--- src/rtl/stk_pkg.sv ---
// stk_pkg: shared types and constants for the stack pipeline front end.
//   ENGS_N   number of requesting engines
//   PTRS_N   free-list capacity shared with the allocator
//   engid_t  engine identifier
//   credit_t free-pointer credit count, sized to hold PTRS_N
//   depth_t  per-engine stack depth, same width as credit_t
//   grant_op_e  classification of the command granted in a cycle
package stk_pkg;

  localparam int unsigned ENGS_N   = 4;
  localparam int unsigned PTRS_N   = 256;
  localparam int unsigned ENGID_W  = (ENGS_N > 1) ? $clog2(ENGS_N) : 1;
  localparam int unsigned CREDIT_W = $clog2(PTRS_N + 1);

  typedef logic [ENGID_W-1:0]  engid_t;
  typedef logic [CREDIT_W-1:0] credit_t;
  typedef logic [CREDIT_W-1:0] depth_t;

  typedef enum logic [1:0] {
    OP_NONE    = 2'd0,
    OP_PUSH    = 2'd1,
    OP_POP_OK  = 2'd2,
    OP_POP_UNF = 2'd3
  } grant_op_e;

endpackage

--- src/rtl/stk_rr_arb.sv ---
// stk_rr_arb: combinational N-way round-robin picker.
//   i_req  request vector
//   i_ptr  highest-priority index this cycle
//   o_gnt  one-hot grant
//   o_idx  encoded index of the granted requester
//   o_vld  any grant
module stk_rr_arb #(
  parameter int unsigned N  = 4,
  parameter int unsigned IW = (N > 1) ? $clog2(N) : 1
) (
  input  logic [N-1:0]  i_req,
  input  logic [IW-1:0] i_ptr,
  output logic [N-1:0]  o_gnt,
  output logic [IW-1:0] o_idx,
  output logic          o_vld
);

  // Scanning ptr, ptr+1, ... modulo N covers "at or above the pointer"
  // first and the wrap to the lowest index in a single pass.
  always_comb begin
    logic [IW-1:0] w_k;
    o_gnt = '0;
    o_idx = '0;
    o_vld = 1'b0;
    w_k   = '0;
    for (int unsigned i = 0; i < N; i++) begin
      w_k = IW'((32'(i_ptr) + i) % N);
      if (!o_vld && i_req[w_k]) begin
        o_vld      = 1'b1;
        o_gnt[w_k] = 1'b1;
        o_idx      = w_k;
      end
    end
  end

endmodule

--- src/rtl/stk_eng_sched.sv ---
// stk_eng_sched: per-engine command scheduler ahead of stack admission.
// Round-robin grants one command per cycle, allows one outstanding command
// per engine, and tracks the free-pointer credit pool and per-engine depth.
//   clk, arst          clock, asynchronous active-high reset
//   i_cmd_vld/push     per-engine request and opcode (1 = push, 0 = pop)
//   o_cmd_ack          combinational one-hot grant
//   i_stall            downstream busy, blocks all grants
//   o_al_alloc         pointer allocate pulse (granted push)
//   o_sel_*            registered winner, one cycle after the grant
//   i_cpl_*            writeback completion, optional pointer return
//   o_busy             per-engine outstanding flag
//   o_credit           free pointers available
module stk_eng_sched
  import stk_pkg::*;
#(
  parameter  int unsigned ENGS_N = stk_pkg::ENGS_N,
  parameter  int unsigned PTRS_N = stk_pkg::PTRS_N,
  localparam int unsigned CW     = $clog2(PTRS_N + 1)
) (
  input  logic              clk,
  input  logic              arst,
  input  logic [ENGS_N-1:0] i_cmd_vld,
  input  logic [ENGS_N-1:0] i_cmd_push,
  output logic [ENGS_N-1:0] o_cmd_ack,
  input  logic              i_stall,
  output logic              o_al_alloc,
  output logic              o_sel_vld,
  output engid_t            o_sel_engid,
  output logic              o_sel_push,
  output logic              o_sel_underflow,
  input  logic              i_cpl_vld,
  input  engid_t            i_cpl_engid,
  input  logic              i_cpl_dealloc,
  output logic [ENGS_N-1:0] o_busy,
  output logic [CW-1:0]     o_credit
);

  engid_t            r_rr_ptr;
  logic [ENGS_N-1:0] r_busy;
  logic [CW-1:0]     r_credit;
  logic [CW-1:0]     r_depth [ENGS_N];
  logic              r_sel_vld;
  engid_t            r_sel_engid;
  logic              r_sel_push;
  logic              r_sel_unf;

  logic [ENGS_N-1:0] w_elig;
  logic [ENGS_N-1:0] w_gnt;
  logic [ENGS_N-1:0] w_cpl_mask;
  engid_t            w_idx;
  logic              w_any;
  logic              w_push;
  logic              w_alloc;
  logic              w_ret;
  grant_op_e         w_op;

  // Registered busy means a completion only re-enables an engine next cycle.
  assign w_elig = i_cmd_vld & ~r_busy & {ENGS_N{~i_stall}} &
                  (~i_cmd_push | {ENGS_N{r_credit != '0}});

  stk_rr_arb #(
    .N  (ENGS_N),
    .IW ($bits(engid_t))
  ) u_arb (
    .i_req (w_elig),
    .i_ptr (r_rr_ptr),
    .o_gnt (w_gnt),
    .o_idx (w_idx),
    .o_vld (w_any)
  );

  assign w_push = i_cmd_push[w_idx];

  always_comb begin
    w_op = OP_NONE;
    if (w_any) begin
      if (w_push)                     w_op = OP_PUSH;
      else if (r_depth[w_idx] == '0)  w_op = OP_POP_UNF;
      else                            w_op = OP_POP_OK;
    end
  end

  always_comb begin
    w_cpl_mask = '0;
    if (i_cpl_vld) w_cpl_mask[i_cpl_engid] = 1'b1;
  end

  assign w_alloc = (w_op == OP_PUSH);
  assign w_ret   = i_cpl_vld & i_cpl_dealloc;

  // The arbiter is combinational, so grants are masked while reset is held.
  assign o_cmd_ack  = arst ? '0 : w_gnt;
  assign o_al_alloc = w_alloc & ~arst;

  always_ff @(posedge clk or posedge arst) begin
    if (arst) begin
      r_rr_ptr    <= '0;
      r_busy      <= '0;
      r_credit    <= CW'(PTRS_N);
      for (int unsigned e = 0; e < ENGS_N; e++) r_depth[e] <= '0;
      r_sel_vld   <= 1'b0;
      r_sel_engid <= '0;
      r_sel_push  <= 1'b0;
      r_sel_unf   <= 1'b0;
    end else begin
      r_busy    <= (r_busy | w_gnt) & ~w_cpl_mask;
      // Push grant and dealloc in the same cycle cancel out.
      r_credit  <= r_credit - CW'(w_alloc) + CW'(w_ret);
      r_sel_vld <= w_any;
      if (w_any) begin
        r_sel_engid <= w_idx;
        r_sel_push  <= w_push;
        r_sel_unf   <= (w_op == OP_POP_UNF);
        r_rr_ptr    <= (32'(w_idx) == ENGS_N - 1) ? '0 : w_idx + engid_t'(1);
      end
      case (w_op)
        OP_PUSH:   r_depth[w_idx] <= r_depth[w_idx] + CW'(1);
        OP_POP_OK: r_depth[w_idx] <= r_depth[w_idx] - CW'(1);
        default:   ;
      endcase
    end
  end

  assign o_sel_vld       = r_sel_vld;
  assign o_sel_engid     = r_sel_engid;
  assign o_sel_push      = r_sel_push;
  assign o_sel_underflow = r_sel_unf;
  assign o_busy          = r_busy;
  assign o_credit        = r_credit;

`ifndef SYNTHESIS
  a_cpl_busy: assert property (@(posedge clk) disable iff (arst)
    i_cpl_vld |-> r_busy[i_cpl_engid]);
  a_credit_max: assert property (@(posedge clk) disable iff (arst)
    32'(r_credit) <= PTRS_N);
`endif

endmodule

--- config.mk ---
export PLATFORM = sky130hd
export DESIGN_NAME = stk_eng_sched
export DESIGN_NICKNAME = d
export VERILOG_FILES = /design/src/rtl/stk_pkg.sv /design/src/rtl/stk_rr_arb.sv /design/src/rtl/stk_eng_sched.sv
export SDC_FILE = /design/constraint.sdc
export NUM_CORES = 1
export LEC_CHECK = 0
export BUFFER_PORTS_ARGS = -buffer_cell sky130_fd_sc_hd__buf_2
export CORE_MARGIN = 2
export CORE_UTILIZATION = 55
export CTS_CLUSTER_SIZE = 24
export DETAILED_ROUTE_END_ITERATION = 7
export PLACE_DENSITY = 0.75
export SLEW_MARGIN = 30
export SYNTH_ARGS = -nofsm -noshare
export SYNTH_HDL_FRONTEND = slang
export SYNTH_SLANG_ARGS = --single-unit
--- constraint.sdc ---
create_clock -name clk -period 6.9 [get_ports clk]
set_clock_uncertainty 0.2 [all_clocks]
set_input_delay 1.035 -clock clk [delete_from_list [all_inputs] [get_ports clk]]
set_output_delay 1.035 -clock clk [all_outputs]
set_load 0.05 [all_outputs]
Yosys cells after proc, flatten, opt, wreduce, memory -nomap -nowiden
Index checks and enable logic that the tools add are counted.
Widths: inputs -> output; s select.
Word-level totals
  register bits: 56
  input bits: 15
  output and inout port bits: 23
  word-level logic and storage cells: 114
Operators by class
  add/sub/neg operators: 8
  magnitude comparators: 13
  equality and inequality tests: 4
  multiplexer cells: 46
  bitwise gates (word level): 17
  reductions and logical operators: 15
Operators with widths (count)
  $bwmux 36: 2
  $pmux 36 s2: 1
  $mux 9: 3
  $mux 4: 6
  $or 4x4->4: 5
  $bmux 9 s2: 1
  $demux 9 s2: 1
  $lt 2x3->1 const B: 6
  $and 4x4->4: 4
  $mux 1: 15
  $mux 2: 7
  $not 4->4: 3
  $bmux 1 s2: 5
  $demux 1 s2: 5
  $ge 2x1->1 const B: 5
  $add 9x1->9: 1
  $add 9x1->9 const B: 1
  $logic_and 1x1->1: 9
  $logic_not 9->1: 1
  $reduce_bool 9->1: 1
  $sub 9x1->9: 1
  $sub 9x1->9 const B: 1
  $eq 2x2->1 const B: 3
  $add 2x1->2 const B: 2
  9 further kinds: 14

Longest topological paths before layout
Gate-level depths: netlist of the first run.
  depth after elaboration: 27
  depth in mapped cells: 32
  mapped depth without buffers: 28

Modules after synthesis
Synthesis of the first run repeated with hierarchy kept, for this count alone.
Second synthesis, totals
  cells, all modules: 328
  area total of the unflattened synthesis: 3603.5 um2
By module, submodules not included
  stk_eng_sched: instances 1, cells each 283, area an instance 3184.3 um2
  stk_rr_arb: instances 1, cells each 45, area an instance 419.2 um2

Least setup slack after synthesis of the first run
Ideal clock, no wire load.
  kind: input to register
  from: input i_stall
  to: register r_credit[8], in the netlist o_credit[8]
  arrival: 5710 ps
  data required time: 6617 ps
  setup slack: 906 ps
  stages on the path: 26
  path buffers: 2
  cells stage by stage: or3b_1 -> buf_2 -> a31o_1 -> mux4_2 -> buf_6 -> o221ai_4 -> mux2_2 -> a211oi_1 -> nor3_1 -> and4b_1 -> o21a_1 -> ha_1 -> ha_1 -> inv_1 -> ha_1 -> inv_1 -> fa_1 -> inv_1 -> a21oi_1 -> nor2_1 -> o21ai_0 -> a21oi_1 -> o21ai_0 -> a21oi_1 -> nor2_1 -> xnor2_1
Between the ends
  word-level cells in the longest chain between the ends: 26
RTL lines
  start, declared: RTL line stk_eng_sched.sv:25  | input logic i_stall,
  $not 1->1 *: RTL line stk_eng_sched.sv:58  | assign w_elig = i_cmd_vld & ~r_busy & {ENGS_N{~i_stall}} &
  $and 4x4->4 * (2 in series): RTL line stk_eng_sched.sv:58
  $bmux 1 s2: RTL line stk_rr_arb.sv:28  | if (!o_vld && i_req[w_k]) begin
  $mux 1 (not written as such): RTL line stk_rr_arb.sv:28
  $mux 1: RTL line stk_rr_arb.sv:28
  $logic_not 1->1: RTL line stk_rr_arb.sv:28
  $logic_and 1x1->1: RTL line stk_rr_arb.sv:28
  $mux 1: RTL line stk_rr_arb.sv:28
  [8 not listed]
  $mux 9 (not written as such) (2 in series): RTL line stk_eng_sched.sv:78  | else if (r_depth[w_idx] == '0) w_op = OP_POP_UNF;
  $logic_not 9->1: RTL line stk_eng_sched.sv:78
  $mux 1: RTL line stk_eng_sched.sv:78
  $mux 2: RTL line stk_eng_sched.sv:77  | if (w_push) w_op = OP_PUSH;
  $mux 2 *: RTL line stk_eng_sched.sv:76  | if (w_any) begin
  $eq 2x1->1 *: RTL line stk_eng_sched.sv:88  | assign w_alloc = (w_op == OP_PUSH);
  $sub 9x1->9 *: RTL line stk_eng_sched.sv:108  | r_credit <= r_credit - CW'(w_alloc) + CW'(w_ret);
  $add 9x1->9 *: RTL line stk_eng_sched.sv:108
  end signal, assigned: RTL line stk_eng_sched.sv:99  | r_credit <= CW'(PTRS_N);
  end signal, assigned: RTL line stk_eng_sched.sv:108
  end, declared: RTL line stk_eng_sched.sv:40  | logic [CW-1:0] r_credit;
Every way passes the cells marked *; elsewhere a longest branch is shown, timed or not. The select of a mux whose other input is x is not followed.
A chain may end at the register's enable or synchronous reset.

Final worst setup path of the first run
Ends and elaborated chain as after synthesis.

==> results of run 1 <==
-- per-stage QoR --
step                      total power (uW)  setup slack [ns]  instance area [um^2]
after floorplan                       1910             0.906                  4300
after global placement                2210             0.517                  4550
after detailed placement              2250             0.392                  4550
after CTS                             2480             0.702                  4650
after global routing                  2690             0.266                  4660
final                                 2480             0.706                  4660
-- cells in the mapped netlist (all sizes together), types with 13 or more instances --
master / number / area, um^2
a211o: 13 / 123
a21oi: 17 / 85.1
buf: 14 / 82.6
dfrtp: 55 / 1380
ha: 29 / 363
inv: 32 / 120
nand2: 61 / 229
nand3: 28 / 160
nand4: 14 / 87.6
nor2: 19 / 73.8
o21ai: 29 / 145
-- worst max-delay path: stages --
cell and delay, ns:
buf_2 0.12, or3b_1 0.46, a311oi_2 0.51, o21ai_1 0.12
mux2_2 0.30, o221ai_4 0.20, mux2_2 0.38, a211oi_1 0.45
nor3_1 0.10, and4b_1 0.23, o21a_1 0.20, ha_1 0.22
ha_1 0.29, inv_1 0.06, ha_1 0.16, inv_1 0.06
fa_1 0.39, inv_1 0.07, a21oi_1 0.05, nor2_1 0.11
o21ai_0 0.09, a21oi_1 0.19, o21ai_0 0.10, a21oi_1 0.16
nor2_1 0.07, xnor2_1 0.13
-- where the power goes --
group	switching [uW]	internal [uW]	leakage [uW]
sequential	106	487	0.000697
clock	111	108	0.0000552
combinational	1070	592	0.00136
-- sequential cells by signal, indices dropped and copies added (netlist names), named ones only --
| signal | cells |
|---|---|
| r_depth | 32 |
| o_credit | 9 |
| o_busy | 4 |
| o_sel_engid | 2 |
| r_rr_ptr | 2 |
| o_sel_push | 1 |
| o_sel_underflow | 1 |
| o_sel_vld | 1 |
-- final timing paths --
check                             endpoint  slack, ns  cells after the start
min in group asynchronous      o_credit[4]       0.49                      2
max in group asynchronous      r_depth[31]       5.15                      3
hold reg to reg            o_sel_underflow       0.29                      2
setup / recovery               o_credit[8]       0.71                     26
hold / removal             o_sel_underflow       0.29                      2
setup reg to reg               o_credit[8]       0.80                     28
-- routing by layer --
metal	routed length, um	part of all wire [%]	vias to the layer above
met5	0	0	-
met3	525	5.3	10
li1	-	-	1784
met4	110	1.1	0
met2	4850	48	112
met1	4520	45	1825
-- final cells by class --
type                            count  area (um^2)  area share (%)
Multi-Input combinational cell    359         2670            57.2
Sequential cell                    56         1400            30.1
Timing Repair Buffer               44          238            5.10
Tap cell                          102          128            2.74
Inverter                           32          120            2.58
Clock buffer                        6         72.6            1.56
Clock inverter                      2         35.0           0.752
-- cells by family after synthesis --
group	synth area share [%]
AO/OA/AOI/OAI	20.3
XOR/XNOR	2.45
adder cells (fa/ha/maj)	8.91
buffers and inverters	5.50
flip-flops	32.6
multiplexers	8.12
AND/OR/NAND/NOR	22.1
-- cells in the final DEF, fill, tap and decap left out, types with 12 or more instances in the layout --
cell,instances
a211o_1,12
o21ai_0,27
a21oi_1,17
buf_2,37
dfrtp_1,55
nand3_1,24
nand2_1,61
nor2_1,18
nand4_1,14
inv_1,30
ha_1,29
==> impl_metrics.csv, run 1 <==
group,metric,value,unit
logic_synthesis,synth_fp_nets,515,
logic_synthesis,yosysSeqAreaShare,32.6,%
pwr,irDropWorstVdd,0.382,mV
logic_synthesis,ys.flop_type,"dfrtp_1",
logic_synthesis,netlist_area,0.00430,mm^2
sta,setup_viol,0,
cts,clk_latency,0.32,ns
routing,drt_iter0_drc,196,
critical_path,cp_max_fo,7,
global_route,grt_use_met3,3.42,%
cts,cts.sinks,56,
floorplanning,die_h,92.4,um
pwr,leakagePower,0.00211,uW
placement,portBuffers,37,
routing,num_vias,3731,
cts,cts.repair.resized,0,
sta,worst_pin_slew,0.851,ns
cts,clock_path_buffers,2,
routing,first_pass_iters,7,
cts,cts_setup_buffers,0,
logic_synthesis,ys_types,70,
final_layout,finalNonFillerCells,601,
cts,hold_buffers,0,
global_route,overflow,0,
critical_path,r2r_start,"r_rr_ptr[1]",
critical_path,crit_path_end_kind,"flop",
logic_synthesis,async_reset_ff_share,100,%
routing,vias_per_cell,6.21,
placement,dpl.hpwl,7550,um
pwr,p_per_area,532,mW/mm^2
global_route,use_met1,34.5,%
global_route,antenna_found_initial,0,
floorplanning,core_region_area,0.00765,mm^2
final_layout,nets,543,
cts,clk_pin_slew,0.10,ns
floorplanning,ioPinCount,38,
final_layout,insertedDiodeCount,0,
global_route,grt_pass1_wl,17100,um
critical_path,cp-start-kind,"input port",
global_route,first_global_vias,3528,
critical_path,startpoint,"i_stall",
sta,fin_crit_sh,89.8,%
placement,globalplace.congestion,0.929,
logic_synthesis,netlist_instances,470,
routing,wl_per_cell,16.6,um
logic_synthesis,yosys_register_bits,56,
logic_synthesis,synth_warnings,0,
sta,hold_violations,0,
final_layout,drive_gt1_share,17.4,%
global_route,met2_usage,41.1,%
floorplanning,floorplan.initialDensity,56.2,%
routing,postRouteAntennaNets,0,
final_layout,fill_cells,663,
logic_synthesis,avgSynthCellArea,9.14,um^2
worst_hold_path,hold_path_class,"reg2reg",
critical_path,path_class,"in2reg",
logic_synthesis,synth_edf_count,0,
global_route,busiest_layer,"met2",
critical_path,crit_arrival,6.25,ns
cts,clock-root-buffer,"clkbuf_8",
sta,timing.slew.headroom,42.5,%
sta,min_period,6.19,ns
sta,setup_tns,0,ns
flow_run,cap_violations,0,
cts,cts_buffers,5,
status,outcome,"finished, final reports clean",
final_layout,utilization,60.9,%
floorplanning,die_w,92.4,um
final_layout,area_growth,8.44,%
cts,cts_tree,"built",
sta,slew_viol_final,0,
critical_path,cp.required,6.95,ns
floorplanning,dieArea,0.00854,mm^2
placement,dp.cells,593,
floorplanning,rows,32,
sta,holdWs,0.294,ns
routing,drc_errors,0,
global_route,grt_max_degree,46,
worst_hold_path,worstHoldStart,"o_sel_underflow",
sta,clock.fmax,0.161,GHz
routing,wl,10000,um
cts,h-tree-depth,2,
sta,rsz0062_at_grt,"no",
global_route,grt_usage,24.8,%
No activity file was read; power rests on OpenSTA's default activity.
==> run 2: changes to the inputs <==
--- a/config.mk
+++ b/config.mk
@@ -6,11 +6,9 @@
 export NUM_CORES = 1
 export LEC_CHECK = 0
 export BUFFER_PORTS_ARGS = -buffer_cell sky130_fd_sc_hd__buf_2
-export CORE_MARGIN = 2
-export CORE_UTILIZATION = 55
+export CORE_UTILIZATION = 24
 export CTS_CLUSTER_SIZE = 24
 export DETAILED_ROUTE_END_ITERATION = 7
-export PLACE_DENSITY = 0.75
 export SLEW_MARGIN = 30
 export SYNTH_ARGS = -nofsm -noshare
 export SYNTH_HDL_FRONTEND = slang
==> run 2 against run 1 <==
Non-clock buffer count is 3 higher. First-iteration DRC count is 4.1% higher. Via count is 2.5% lower. Final cell count is 21% higher. Flip-flop and latch count stayed put. Fmax is 1.3% lower. Register-to-register slack hardly changed. Count of clock-buffer cells in the layout stayed put. Sequential power is 1% higher. Sequential share of layout area is 1.4 points lower. Highest routed layer unchanged.
==> impl_metrics.csv, run 2 (synthesis gave the netlist of run 1 again) <==
group,metric,value,unit
placement,globalplace.congestion,0.824,
final_layout,largest-register,"r_depth",
floorplanning,die_w,136,um
final_layout,largest_register_ffs,32,
floorplanning,rows,48,
pwr,leakagePower,0.00215,uW
cts,cts_buffers,5,
cts,clk_latency,0.30,ns
cts,cts.repair.resized,0,
sta,setup_tns,0,ns
sta,fin_crit_sh,90.9,%
floorplanning,ioPinCount,38,
placement,portBuffers,37,
sta,worst_pin_slew,0.776,ns
pwr,irDropWorstVdd,0.206,mV
final_layout,final_cell_mix,"nand2_1 (61), dfrtp_1 (55), buf_2 (37)",
flow_run,cap_violations,0,
worst_hold_path,hold_path_class,"reg2reg",
sta,hold_violations,0,
floorplanning,die_h,136,um
cts,clock_path_buffers,2,
routing,wl_per_cell,14.7,um
placement,dpl.hpwl,7940,um
floorplanning,floorplan.initialDensity,24.7,%
global_route,grt_max_degree,39,
pwr,report.power.total,2590,uW
final_layout,drive_gt1_share,17.7,%
global_route,grt_pass1_wl,17800,um
cts,cts_setup_buffers,0,
critical_path,crit_path_max_incr_delay,0.63,ns
status,outcome,"finished, final reports clean",
routing,routed-wl-met3,305,um
cts,cts.sinks,56,
routing,wl,10700,um
global_route,antenna_found_initial,0,
final_layout,layout_commonest_cell,"nand2_1",
routing,first_pass_iters,4,
floorplanning,dieArea,0.0184,mm^2
routing,met1_length,5310,um
critical_path,cp-start-kind,"input port",
critical_path,startpoint,"i_stall",
final_layout,nets,546,
routing,drt_iter0_drc,204,
pwr,p_per_area,529,mW/mm^2
routing,vias_per_cell,5.00,
global_route,grt_usage,12.1,%
critical_path,crit_arrival,6.30,ns
routing,num_vias,3637,
routing,drc_errors,0,
critical_path,cp_max_fo,11,
global_route,overflow,0,
critical_path,cp.required,6.93,ns
sta,slew_viol_final,0,
critical_path,crit_buf_inv,4,
cts,h-tree-depth,2,
sta,clock.fmax,0.159,GHz
cts,clock-root-buffer,"clkbuf_16",
cts,clk_pin_slew,0.07,ns
routing,postRouteAntennaNets,0,
final_layout,insertedDiodeCount,0,
critical_path,r2r_start,"o_credit[2]",
final_layout,fill_cells,1887,
sta,min_period,6.28,ns
cts,cts_tree,"built",
critical_path,slowest_stage,"mux4_2",
floorplanning,core_region_area,0.0174,mm^2
critical_path,cp_top_family,"compound AO/OA/AOI/OAI gates",
critical_path,path_class,"in2reg",
final_layout,multi_input_area,0.00266,mm^2
cts,hold_buffers,0,
sta,rsz0062_at_grt,"no",
critical_path,crit_path_end_kind,"flop",
routing,wl_met2,4830,um
sta,timing.slew.headroom,47.6,%
final_layout,area_growth,13.8,%
global_route,first_global_vias,3429,
routing,maxUsedRoutingLayer,"met4",
sta,setup_viol,0,
final_layout,seq_area,0.00140,mm^2
[run 2: final timing paths]
check / slack, ns / to / cells past startpoint
max: 0.62 / o_credit[8] / 25
min in group asynchronous: 0.59 / o_sel_vld / 2
min: 0.28 / flop / 2
min reg2reg: 0.28 / flop / 2
max reg2reg: 0.80 / o_credit[8] / 27
max in group asynchronous: 5.05 / r_depth[10] / 3
[run 2: area by class of cell]
cell class,instances,area share [%]
Multi-Input combinational cell,359,54.4
Sequential cell,56,28.7
Tap cell,225,5.76
Timing Repair Buffer,47,5.32
Clock buffer,6,2.63
Inverter,32,2.46
Clock inverter,2,0.793
[run 2: metrics by stage]
step | worst slack (ns) | hold WS [ns] | std cells | cell area [um^2] | utilization, %
4_1_cts | 0.617 | 0.285 | 727 | 4890 | 28.1
5_1_grt | 0.0981 | 0.307 | 727 | 4890 | 28.1
3_3_place_gp | 0.407 | 0.261 | 719 | 4720 | 27.1
2_1_floorplan | 0.906 | 0.245 | 470 | 4300 | -
6_report | 0.624 | 0.280 | 727 | 4890 | 28.1
3_5_place_dp | 0.330 | 0.267 | 719 | 4720 | 27.1
[run 2: worst reg2reg max path: stages (launching register included)]
cell,delay (ns)
dfrtp_1,0.41
inv_1,0.09
ha_1,0.24
nand4bb_4,0.18
o31ai_2,0.51
o21ai_0,0.31
mux2_2,0.38
o221ai_4,0.20
mux2_2,0.38
a211oi_1,0.48
nor3_1,0.10
and4b_1,0.23
o21a_1,0.19
ha_1,0.22
ha_1,0.29
inv_1,0.06
ha_1,0.16
inv_1,0.06
fa_1,0.40
inv_1,0.07
a21oi_1,0.05
nor2_1,0.11
o21ai_0,0.08
a21oi_1,0.18
o21ai_0,0.10
a21oi_1,0.15
nor2_1,0.06
xnor2_1,0.15
[run 2: report_power, final]
part / switching [uW] / total (uW) / internal [uW] / leakage [uW]
sequential: 111 / 599 / 488 / 0.000697
combinational: 1080 / 1690 / 606 / 0.00138
clock: 126 / 299 / 173 / 0.0000815
[run 2: per-layer routing]
metal  up-vias  GRT usage [%]
li1       1789              -
met1      1777           16.9
met2        57           19.2
met3        14           1.57
met4         0           4.18
met5         -              0
==> run 3: changes to the inputs <==
--- a/config.mk
+++ b/config.mk
@@ -9,7 +9,8 @@
 export CORE_UTILIZATION = 24
 export CTS_CLUSTER_SIZE = 24
 export DETAILED_ROUTE_END_ITERATION = 7
-export SLEW_MARGIN = 30
+export SLEW_MARGIN = 20
 export SYNTH_ARGS = -nofsm -noshare
 export SYNTH_HDL_FRONTEND = slang
+export SYNTH_HIERARCHICAL = 1
 export SYNTH_SLANG_ARGS = --single-unit
==> run 3 against run 2 <==
Cell area decreased by 17%. Register-to-register slack lost 0.09 ns. Wire length down 29%. Largest cell class unchanged.
==> impl_metrics.csv, run 3 <==
group,metric,value,unit
status,outcome,"finished, final reports clean",
floorplanning,dieArea,0.0155,mm^2
global_route,antenna_found_initial,0,
final_layout,largest-register,"r_depth",
floorplanning,ioPinCount,38,
floorplanning,die_w,125,um
logic_synthesis,netlist.top_cell.by_area,"dfrtp_1",
logic_synthesis,synth_edf_count,0,
logic_synthesis,netlist_area,0.00360,mm^2
routing,drc_errors,0,
routing,num_vias,2592,
floorplanning,floorplan.initialDensity,24.7,%
global_route,overflow,0,
cts,cts.repair.resized,0,
sta,slew_viol_final,0,
critical_path,crit_path_end_kind,"flop",
floorplanning,rows,44,
sta,holdWs,0.278,ns
logic_synthesis,avgSynthCellArea,11.0,um^2
global_route,grt_usage,10.0,%
routing,wl,7620,um
final_layout,final_cell_mix,"dfrtp_1 (55), buf_2 (37), nand2_1 (35)",
final_layout,largest_register_ffs,32,
routing,vias_per_cell,4.73,
final_layout,layout_commonest_cell,"dfrtp_1",
logic_synthesis,netlist_top_cells_area,"dfrtp_1 (38%), ha_1 (8.3%), mux4_1 (8.0%)",
critical_path,path_class,"reg2reg",
cts,cts.sinks,56,
placement,dpl.hpwl,5740,um
cts,hold_buffers,0,
cts,clk_pin_slew,0.07,ns
sta,rsz0062_at_grt,"no",
logic_synthesis,yosys_register_bits,56,
flow_run,cap_violations,0,
sta,worst_pin_slew,0.700,ns
critical_path,crit_arrival,6.16,ns
floorplanning,core_region_area,0.0146,mm^2
sta,setup_tns,0,ns
logic_synthesis,synth_top_area_share,38.2,%
logic_synthesis,synth_warnings,6,
logic_synthesis,yosysMostFrequentCell,"dfrtp_1",
logic_synthesis,ys.flop_type,"dfrtp_1",
placement,dp_slack,0.741,ns
cts,clock_path_buffers,2,
routing,drt_iter0_drc,102,
critical_path,cp.required,6.87,ns
global_route,grt_pass1_wl,12900,um
critical_path,cp_top_family,"multiplexers",
cts,clock-root-buffer,"clkbuf_16",
placement,globalplace.congestion,0.849,
routing,first_pass_iters,4,
worst_hold_path,hold_path_class,"reg2reg",
global_route,first_global_vias,2588,
routing,wl_per_cell,13.9,um
critical_path,crit_buf_inv,2,
floorplanning,die_h,125,um
cts,clk_latency,0.28,ns
logic_synthesis,synth_commonest_cells,"dfrtp_1 (55), nand2_1 (35), inv_1 (33)",
sta,hold_violations,0,
logic_synthesis,netlist_instances,328,
critical_path,crit_path_max_incr_delay,0.79,ns
logic_synthesis,yosysSeqAreaShare,38.9,%
sta,setup_ws,0.711,ns
sta,setup_viol,0,
sta,timing.slew.headroom,53.4,%
final_layout,utilization,27.9,%
final_layout,insertedDiodeCount,0,
critical_path,cp-start-kind,"flop",
final_layout,nets,403,
cts,cts_buffers,5,
final_layout,drive_gt1_share,22.8,%
cts,cts_tree,"built",
placement,portBuffers,37,
sta,min_period,6.19,ns
final_layout,area_growth,13.0,%
sta,fin_crit_sh,89.7,%
cts,h-tree-depth,2,
sta,clock.fmax,0.162,GHz
cts,cts_setup_buffers,0,
global_route,grt_max_degree,47,
logic_synthesis,ys_types,46,
logic_synthesis,async_reset_ff_share,100,%
logic_synthesis,synth_fp_nets,368,
critical_path,cp_max_fo,14,
critical_path,path_cells,"inv_1, ha_1, nand4_1, nor3_1, a21oi_1, mux4_2, o311ai_0, a32o_1, mux4_1, inv_1, ha_1, nor2b_1, nand3_2, or2_4, nand3_2, mux2_2",
routing,postRouteAntennaNets,0,
critical_path,slowest_stage,"mux4_1",
-- run 3: tightest hold or removal path, delay by kind of cell, from the launching register on --
kind               cells  cell delay [ns]
DFF                    1             0.34
AOI/OAI and AO/OA      1             0.06
and+or+nand+nor        1             0.04
-- run 3: worst paths after layout --
check                            startpoint         end  slack [ns]  cells after the start
worst max register to register  o_credit[7]  r_depth[8]        0.71                     16
min in group asynchronous              arst   o_busy[2]        0.52                      2
worst max-delay path            o_credit[7]  r_depth[8]        0.71                     16
max in group asynchronous              arst   async pin        5.13                      3
worst min-delay path                   flop        flop        0.28                      2
worst min register to register         flop        flop        0.28                      2
-- run 3: cell families (layout without fill, tap and decap cells) --
family	after synthesis	after routing	share of synthesized area, %
buffers and inverters	44	80	6.56
XOR/XNOR	14	14	3.40
adder cells (fa/ha/maj)	25	25	8.89
flip-flops	56	56	38.9
multiplexers	44	44	19.0
AO/OA/AOI/OAI	66	66	11.5
AND/OR/NAND/NOR	79	79	11.8
-- run 3: per-layer routing --
metal,vias to the layer above,part of all wire [%],global-route usage (%)
met3,2,4.7,1.59
met1,1293,46,13.7
met5,-,0,0
met2,63,49,16.8
li1,1234,-,-
met4,0,0.29,1.42
-- run 3: cell type report --
type,count,area (um^2)
tap,184,230
clock buffer,8,146
fill,1460,10500
timing repair buffer,39,200
sequential,56,1400
inverter,33,124
multi-input combinational,228,1970
-- run 3: per-stage QoR --
step | area [um^2] | instances
finish | 4070 | 548
global route | 4070 | 548
CTS | 4070 | 548
detailed placement | 3930 | 540
global placement | 3930 | 540
floorplan | 3600 | 328
Power of run 3 is not shown: default switching activity piles up to over one toggle a cycle in this logic, so the estimate is an artifact.
